[config.mk]
export PLATFORM = sky130hd
export DESIGN_NAME = dac_serializer_flat
export DESIGN_NICKNAME = d
export VERILOG_FILES = /design/src/rtl/dac_serializer_if.sv /design/src/rtl/dac_serializer.sv /design/src/flat_wrapper.sv
export SDC_FILE = /design/constraint.sdc
export NUM_CORES = 1
export LEC_CHECK = 0
export ABC_AREA = 1
export ABC_CLOCK_PERIOD_IN_PS = 2600
export BUFFER_PORTS_ARGS = -buffer_cell sky130_fd_sc_hd__buf_2
export CORE_ASPECT_RATIO = 0.6
export CORE_MARGIN = 3
export CORE_UTILIZATION = 60
export DETAILED_ROUTE_END_ITERATION = 12
export GPL_ROUTABILITY_DRIVEN = 0
export GPL_TIMING_DRIVEN = 1
export PLACE_DENSITY_LB_ADDON = 0.08
export SKIP_LAST_GASP = 1
export SYNTH_ARGS = -nofsm -noshare
export SYNTH_HDL_FRONTEND = slang
export SYNTH_SLANG_ARGS = --single-unit
[constraint.sdc]
create_clock -name sysclk -period 2.6 [get_ports sysclk]
set_input_delay 0.26 -clock sysclk [delete_from_list [all_inputs] [get_ports sysclk]]
set_output_delay 0.26 -clock sysclk [all_outputs]
set_load 0.02 [all_outputs]
[src/rtl/dac_serializer_if.sv]
// Sample-in / DAC-out signal bundle for dac_serializer.
// master: the sample source and DAC side; slave: the serializer.
interface dac_serializer_if;
    logic [7:0] sample_in;
    logic       sample_valid;
    logic       dac_sclk;
    logic       dac_sync_n;
    logic       dac_din;
    logic       busy;
    logic       overrun;

    modport master (
        output sample_in, sample_valid,
        input  dac_sclk, dac_sync_n, dac_din, busy, overrun
    );

    modport slave (
        input  sample_in, sample_valid,
        output dac_sclk, dac_sync_n, dac_din, busy, overrun
    );
endinterface

[src/rtl/dac_serializer.sv]
// Buffers one 8-bit sample and shifts it to a serial DAC as a 16-bit frame, MSB first.
// Macro DACSER_TWOS_COMP_EN: treat samples as two's complement (bit 7 inverted at capture).
module dac_serializer #(
    parameter int unsigned CLK_DIV    = 2,
    parameter int unsigned GAP_CYCLES = 2,
    parameter logic [1:0]  PD_MODE    = 2'b00
) (
    input  logic           sysclk,
    input  logic           reset,
    dac_serializer_if.slave bus
);
    localparam int unsigned DIV_W   = 4;
    localparam int unsigned BIT_W   = 5;
    localparam int unsigned FRAME_W = 16;
    localparam logic [DIV_W-1:0] DIV_LAST  = DIV_W'(CLK_DIV - 1);
    localparam logic [DIV_W-1:0] GAP_LAST  = DIV_W'(GAP_CYCLES - 1);
    localparam logic [BIT_W-1:0] BITS_DONE = BIT_W'(FRAME_W);

    typedef enum logic [1:0] {S_IDLE, S_SHIFT, S_GAP} state_t;

    state_t               state_q, state_d;
    logic [7:0]           hold_q, hold_d;
    logic                 hold_full_q, hold_full_d;
    logic [FRAME_W-1:0]   shreg_q, shreg_d;
    logic [DIV_W-1:0]     div_q, div_d;
    logic [BIT_W-1:0]     bit_q, bit_d;
    logic                 sclk_q, sclk_d;
    logic                 sync_n_q, sync_n_d;
    logic                 din_q, din_d;
    logic                 busy_q, busy_d;
    logic                 overrun_q, overrun_d;
    logic                 drain_c;
    logic [7:0]           sample_cap_c;
    logic [FRAME_W-1:0]   frame_c;

`ifdef DACSER_TWOS_COMP_EN
    assign sample_cap_c = {~bus.sample_in[7], bus.sample_in[6:0]};
`else
    assign sample_cap_c = bus.sample_in;
`endif

    assign frame_c = {2'b00, PD_MODE, hold_q, 4'b0000};

    // State and output registers
    always_ff @(posedge sysclk or negedge reset) begin
        if (!reset) begin
            state_q     <= S_IDLE;
            hold_q      <= '0;
            hold_full_q <= 1'b0;
            shreg_q     <= '0;
            div_q       <= '0;
            bit_q       <= '0;
            sclk_q      <= 1'b1;
            sync_n_q    <= 1'b1;
            din_q       <= 1'b0;
            busy_q      <= 1'b0;
            overrun_q   <= 1'b0;
        end else begin
            state_q     <= state_d;
            hold_q      <= hold_d;
            hold_full_q <= hold_full_d;
            shreg_q     <= shreg_d;
            div_q       <= div_d;
            bit_q       <= bit_d;
            sclk_q      <= sclk_d;
            sync_n_q    <= sync_n_d;
            din_q       <= din_d;
            busy_q      <= busy_d;
            overrun_q   <= overrun_d;
        end
    end

    // Next-state: frame sequencing plus hold-register bookkeeping
    always_comb begin
        state_d     = state_q;
        hold_d      = hold_q;
        hold_full_d = hold_full_q;
        shreg_d     = shreg_q;
        div_d       = div_q;
        bit_d       = bit_q;
        sclk_d      = sclk_q;
        sync_n_d    = sync_n_q;
        din_d       = din_q;
        overrun_d   = 1'b0;
        drain_c     = 1'b0;

        case (state_q)
            S_IDLE: begin
                if (hold_full_q) begin
                    drain_c  = 1'b1;
                    shreg_d  = frame_c;
                    din_d    = frame_c[FRAME_W-1];
                    sync_n_d = 1'b0;
                    sclk_d   = 1'b1;
                    div_d    = '0;
                    bit_d    = '0;
                    state_d  = S_SHIFT;
                end
            end
            S_SHIFT: begin
                if (div_q == DIV_LAST) begin
                    div_d  = '0;
                    sclk_d = ~sclk_q;
                    if (sclk_q) begin
                        bit_d = bit_q + BIT_W'(1);
                    end else if (bit_q == BITS_DONE) begin
                        sync_n_d = 1'b1;
                        din_d    = 1'b0;
                        state_d  = S_GAP;
                    end else begin
                        shreg_d = shreg_q << 1;
                        din_d   = shreg_d[FRAME_W-1];
                    end
                end else begin
                    div_d = div_q + DIV_W'(1);
                end
            end
            S_GAP: begin
                // divider is reused as the inter-frame gap counter
                if (div_q == GAP_LAST) begin
                    div_d   = '0;
                    state_d = S_IDLE;
                end else begin
                    div_d = div_q + DIV_W'(1);
                end
            end
            default: state_d = S_IDLE;
        endcase

        if (bus.sample_valid) begin
            hold_d      = sample_cap_c;
            hold_full_d = 1'b1;
            overrun_d   = hold_full_q & ~drain_c;
        end else if (drain_c) begin
            hold_full_d = 1'b0;
        end

        busy_d = (state_d != S_IDLE);
    end

    assign bus.dac_sclk   = sclk_q;
    assign bus.dac_sync_n = sync_n_q;
    assign bus.dac_din    = din_q;
    assign bus.busy       = busy_q;
    assign bus.overrun    = overrun_q;

endmodule

[src/flat_wrapper.sv]
// flat-port wrapper written by rule: the top's interface ports become plain ports
module dac_serializer_flat 
#(
    parameter int unsigned CLK_DIV    = 2,
    parameter int unsigned GAP_CYCLES = 2,
    parameter logic [1:0]  PD_MODE    = 2'b00
)
  (sysclk, reset, bus_sample_in, bus_sample_valid, bus_dac_sclk, bus_dac_sync_n, bus_dac_din, bus_busy, bus_overrun);
  dac_serializer_if bus_i ();
  input  logic sysclk;
  input  logic reset;
  input wire logic [$bits(bus_i.sample_in)-1:0] bus_sample_in;
  input wire logic [$bits(bus_i.sample_valid)-1:0] bus_sample_valid;
  output wire logic [$bits(bus_i.dac_sclk)-1:0] bus_dac_sclk;
  output wire logic [$bits(bus_i.dac_sync_n)-1:0] bus_dac_sync_n;
  output wire logic [$bits(bus_i.dac_din)-1:0] bus_dac_din;
  output wire logic [$bits(bus_i.busy)-1:0] bus_busy;
  output wire logic [$bits(bus_i.overrun)-1:0] bus_overrun;
  assign bus_i.sample_in = bus_sample_in;
  assign bus_i.sample_valid = bus_sample_valid;
  assign bus_dac_sclk = bus_i.dac_sclk;
  assign bus_dac_sync_n = bus_i.dac_sync_n;
  assign bus_dac_din = bus_i.dac_din;
  assign bus_busy = bus_i.busy;
  assign bus_overrun = bus_i.overrun;
  dac_serializer #(.CLK_DIV(CLK_DIV), .GAP_CYCLES(GAP_CYCLES), .PD_MODE(PD_MODE)) u_core (.sysclk(sysclk), .reset(reset), .bus(bus_i));
endmodule
# ---- After elaboration in Yosys (flattened, before gate mapping)
# Index checks and enable logic that the tools add are counted.
dict set report totals {
  reg_bits 40
  in_bits 11
  out_inout_bits 5
  wordCells 73
}
dict set report classes {
  addsub 2
  eq_ne 10
  muxes 35
  bitwise_logic 3
  n_reduce_logical 12
}
# operator count
set op_table {}
lappend op_table {{15-bit 2-to-1 mux} 4}
lappend op_table {{15-bit case mux with 2 select lines} 1}
lappend op_table {{5-bit 2-to-1 mux} 3}
lappend op_table {{1-bit 2-to-1 mux} 14}
lappend op_table {{2-bit 2-to-1 mux} 5}
lappend op_table {{5-bit case mux with 2 select lines} 1}
lappend op_table {{5-bit AND reduction} 2}
lappend op_table {{4-bit 2-to-1 mux} 2}
lappend op_table {{2-bit by 1-bit != test with 1-bit output (second input constant)} 4}
lappend op_table {{4-bit case mux with 2 select lines} 1}
lappend op_table {{4-bit AND reduction} 2}
lappend op_table {{2-bit nonzero test} 4}
lappend op_table {{1-bit case mux with 2 select lines} 3}
lappend op_table {{2-bit case mux with 3 select lines} 1}
lappend op_table {{5-bit by 1-bit adder with 5-bit output (second input constant)} 1}
lappend op_table {{5-bit == test (second input constant)} 1}
lappend op_table {{4-bit by 1-bit adder with 4-bit output (second input constant)} 1}
lappend op_table {{4-bit by 1-bit == test with 1-bit output (second input constant)} 1}
lappend op_table {{2-bit != test (second input constant)} 2}
lappend op_table {{3-bit AND reduction} 1}
lappend op_table {{2-bit by 1-bit == test with 1-bit output (second input constant)} 1}
lappend op_table {{2-bit == test (second input constant)} 1}
lappend op_table {{2-bit zero test} 1}
lappend op_table {{1-bit inverter} 2}
lappend op_table {{3 further kinds} 3}

# ---- Logic depth before layout (Yosys ltp)
dict set report logic_depth {
  word_depth 6
  mapped_depth 11
  mapped_depth_nobuf 10
}

# ---- Worst setup path before layout
# Ideal clock, no wire load.
dict set report synth_path {
  path_kind {reg2reg}
  startpoint {reg u_core.state_q[0]}
  endpoint {reg u_core.shreg_q[12]}
  setup_time_ns 0.117
  arrival_time_ns 1.397
  t_required_ns 2.483
  setup_slack_ns 1.087
  stages_incl_launch_ff 12
  n_path_buf 2
  synth_period_minus_slack_ns 1.513
  cell_sequence {dfrtp_1 > inv_1 > ha_1 > buf_2 > inv_1 > nand2_1 > nand2_1 > a21oi_4 > nand2_2 > buf_6 > nand2_1 > nand2_1}
}
dict set report synth_via {
  elab_chain_cells 3
  word_cells_on_any_way 9
  cone_classes {eq/ne: 5; mux: 1; reduce/logical: 3}
}
# item line
set synth_lines {}
lappend synth_lines {{from (decl)} dac_serializer.sv:21} ;# state_t state_q, state_d;
lappend synth_lines {{from (signal assigned)} dac_serializer.sv:59} ;# state_q <= state_d;
lappend synth_lines {{2-bit by 1-bit == test with 1-bit output or 2-bit zero test (tied branches)} dac_serializer.sv:87} ;# case (state_q)
lappend synth_lines {{2-bit != test (no line), or another cell as far along} -}
lappend synth_lines {{5-bit AND reduction (no line)} -}
lappend synth_lines {{to (signal assigned)} dac_serializer.sv:62} ;# shreg_q <= shreg_d;
lappend synth_lines {{to (decl)} dac_serializer.sv:24} ;# logic [FRAME_W-1:0] shreg_q, shreg_d;
# Several ways; a longest one is shown, not always the timed one.
# A chain may end at the register's enable or synchronous reset.

# ---- Worst setup path after layout
dict set report layout_path {
  startpoint {reg u_core.state_q[0]}
  endpoint {reg u_core.bit_q[3]}
}
dict set report layout_via {
  elab_chain_cells 3
  word_cells_on_any_way 8
  cone_classes {eq/ne: 4; mux: 1; reduce/logical: 3}
}
# item line
set layout_lines {}
lappend layout_lines {{2-bit by 1-bit == test with 1-bit output or 2-bit zero test (tied branches)} dac_serializer.sv:87}
lappend layout_lines {{2-bit by 1-bit != test with 1-bit output (no line) or 2-bit nonzero test (tied branches)} -}
lappend layout_lines {{4-bit AND reduction (no line)} -}
lappend layout_lines {{to (signal assigned)} dac_serializer.sv:64} ;# bit_q <= bit_d;
lappend layout_lines {{to (decl)} dac_serializer.sv:26} ;# logic [BIT_W-1:0] bit_q, bit_d;
# Several ways; a longest one is shown, not always the timed one.

==> Flow_metrics.wiki <==
{| class="wikitable"
! Metric !! Value
|-
| Result of the run || finished clean
|-
| Critical R2R Launch || u_core.state_q[0]$_DFF_PN0_
|-
| Worst clock skew on the final layout || between 0.002 and 0.003 ns
|-
| Per-cell via count in the routed design || ~5.3
|-
| CTS tree || built
|-
| Maximum fanout count along the critical path || 14
|-
| Library cell with the largest summed area after synthesis || dfrtp_1
|-
| Total Routing Usage GR || 22.1%
|-
| Port buffer count || 15
|-
| Root Buffer Master || clkbuf_8
|-
| Max-cap violations || 0
|-
| Worst-skew pair later-pin latency || 0.28 ns
|-
| Required time worst endpoint || ~2.8 ns
|-
| Area delta synth->final || 10.3%
|-
| Core box area || 2700 sq um
|-
| Top layer used by detailed routing || met4
|-
| Worst voltage drop across the vdd grid || a little under 0.4 mV
|-
| Final Instance Area || 2030 sq um
|-
| Synthesized instance count || 229
|-
| Critical path launch point type || flip-flop
|-
| Number of hold buffers added after CTS || 0
|-
| Average cell area after synthesis || 8.03 sq um
|-
| Total power || roughly 1.1 mW
|-
| Area after DPL || approximately 1900 sq um
|-
| Syn_nets || 248
|-
| Wire length on met2 || between 1500 and 2000 um
|-
| Number of library cell types mapped by synthesis || 24
|-
| Aggregate negative setup slack || 0 ns
|-
| Final wirelength || 3780 um
|-
| Maximum number of buffers from clock root to sink || 2
|-
| Sequential fraction of the synthesis area || roughly half
|-
| Critical Path AT || between 2 and 2.5 ns
|-
| Post_cts resized || 0
|-
| Number of antenna violations at the first check in global routing || 0
|-
| Share of the cycle needed by the critical path after routing || about 77%
|-
| Horizontal die dimension || just under 80 um
|-
| Worst min-delay path class || in2async
|-
| Io pins || 16
|-
| Yosys Warn Count || 0
|-
| Endpoint kind of the worst setup timing path || flip-flop
|-
| Die Area || between 3000 and 4000 sq um
|-
| Estimated wirelength of the detail-placed design || ~2700 um
|-
| TritonCTS Buffers || 5
|-
| Share of synthesized flip-flops with an asynchronous set or reset || 100%
|-
| Reg clk slew, reported paths || ~0.07 ns
|-
| Mapped cell area || 1840 sq um
|-
| Maximum number of pins on one net before global-route repair || 37
|-
| F_max || roughly 500 MHz
|-
| Cell depth of the worst flop-to-flop path || 9
|-
| Clk sink count || 36
|-
| Worst setup path startpoint || u_core.state_q[0]$_DFF_PN0_
|-
| Setup Crit Path Kind || reg2reg
|-
| RSZ-0062 raised after global routing || false
|-
| Relative slew margins || about half
|-
| Diodes inserted || 0
|-
| Share of cells above drive strength 1 || between 10% and 20%
|-
| Actual slew at the worst max-slew pin || ~0.76 ns
|-
| Number of flops mapped to enable cells by yosys || 0
|-
| Via count of the first global-routing pass || between 1,000 and 1,500
|-
| Vertical die dimension || 48.9 um
|-
| DRC violation count after routing || 0
|-
| Number of antenna-violating nets in the routed design || 0
|-
| Post-layout worst setup margin || 0.611 ns
|-
| Primary FF master, synth || dfrtp_1
|-
| Wire length on met1 || approximately 1800 um
|-
| Global route overflow || 0
|-
| Biggest area contributors in the synthesized netlist || dfrtp_1 (46%), nand2_1 (16%), inv_1 (5.7%)
|-
| Initial Util || 68.2%
|-
| Cell area power density || roughly 540 nW/um^2
|-
| Post-CTS Setup Inserts || 0
|-
| Number of design-rule violations left by the first detailed-router iteration || 93
|-
| Final Slew Violations || 0
|-
| Routed via count || 1,510
|-
| Leakage power figure || between 1 and 1.5 nW
|-
| Minimum period implied by the final worst setup slack || about 2.0 ns
|-
| Count of nets after finishing || 263
|-
| Total number of placement rows || 14
|-
| Post-detailed-route wirelength per cell || ~13 um
|-
| Number of failing hold endpoints at the final stage || 0
|-
| Number of levels in the clock H-tree || 2
|-
| Worst setup slack before clock tree synthesis || around 0.65 ns
|-
| Wire length of the first global-routing pass || around 6600 um
|-
| Register bit count reported by yosys || 36
|-
| Final setup violation count || 0
|-
| Portion of synthesized cell area occupied by the leading cell type || a little under half
|-
| Drt pass-1 iters || 5
|-
| Met3 WL || 232 um
|}
cell type report:
| class | count | area [sq um] |
|---|---|---|
| clock buffer | 6 | 72.6 |
| clock inverter | 2 | 35.0 |
| fill | 211 | 668 |
| sequential | 36 | 903 |
| inverter | 28 | 105 |
| timing repair buffer | 17 | 90.1 |
| tap | 40 | 50.0 |
| multi-input combinational | 156 | 773 |
per-layer routing:
| metal | track usage [%] | up-vias |
|---|---|---|
| met1 | 31.5 | 713 |
| met3 | 6.27 | 4 |
| li1 | - | 751 |
| met5 | 0 | - |
| met4 | 5.62 | 0 |
| met2 | 33.4 | 42 |
logic make-up (layout without fill, tap and decap cells):
| group | Yosys count | after routing | share of synthesized area [%] |
|---|---|---|---|
| fa+ha+maj | 8 | 8 | 5.44 |
| flops | 36 | 36 | 49.1 |
| buf+inv | 37 | 53 | 8.84 |
| xor+xnor | 1 | 1 | 0.476 |
| mux | 1 | 1 | 0.544 |
| simple gates | 113 | 113 | 25.8 |
| compound gates | 33 | 33 | 9.80 |
placed cells by master, fill, tap and decap left out, types with 2 or more instances in the layout:
cell type,synthesis,layout
a21oi_1,6,6
buf_2,4,15
buf_4,1,2
clkbuf_8,0,5
dfrtp_1,34,34
dfstp_2,2,2
ha_1,8,8
inv_1,28,28
nand2_1,79,79
nand2_2,2,2
nand3_1,18,18
nand3b_1,3,3
nand4_1,3,3
nor2_1,6,6
o21ai_0,19,19
o21ai_1,5,5
synthesized netlist by cell type (3+ instances only):
library cell and n:
nand2_1 79, o21ai_1 5, o21ai_0 19, ha_1 8, nand3_1 18, buf_2 4, nand3b_1 3, nor2_1 6
dfrtp_1 34, a21oi_1 6, inv_1 28, nand4_1 3
worst max-delay path, stage by stage, from the launching register on:
cell and delay, ns:
dfrtp_1 0.42, inv_1 0.12, ha_1 0.31, inv_1 0.09, nand2_1 0.07, nand2_1 0.08
a21oi_4 0.34, nand2_2 0.23, nand2_1 0.12, o21ai_1 0.08
power by group:
group          total, mW  internal (mW)  switching (mW)
logic             0.0382         0.0111          0.0271
registers          0.576          0.572         0.00398
clock network      0.477          0.284           0.193
stage by stage:
step	cells	util (%)	hold WS (ns)
floorplan	229	-	-0.0356
global placement	277	71.2	0.373
detailed placement	277	71.2	0.384
CTS	285	75.2	0.0740
global route	285	75.2	0.114
finish	285	75.2	0.0430
registers in the layout, indices dropped and copies added (netlist names):
signal / flops
u_core.bit_q: 5
u_core.bus.busy: 1
u_core.bus.dac_din: 1
u_core.bus.dac_sclk: 1
u_core.bus.dac_sync_n: 1
u_core.bus.overrun: 1
u_core.div_q: 4
u_core.hold_full_q: 1
u_core.hold_q: 8
u_core.shreg_q: 11
u_core.state_q: 2
worst paths after layout:
check,endpoint,slack [ns]
max in group asynchronous,u_core.shreg_q[12]$_DFFE_PN0P_,2.06
min,u_core.div_q[2]$_DFFE_PN0P_,0.04
max,u_core.bit_q[3]$_DFFE_PN0P_,0.61
max reg2reg,u_core.bit_q[3]$_DFFE_PN0P_,0.61
min reg2reg,u_core.shreg_q[13]$_DFFE_PN0P_,0.48
min in group sysclk,u_core.hold_q[6]$_DFFE_PN0P_,0.18
Note: power is estimated with default switching activity, not from simulation.
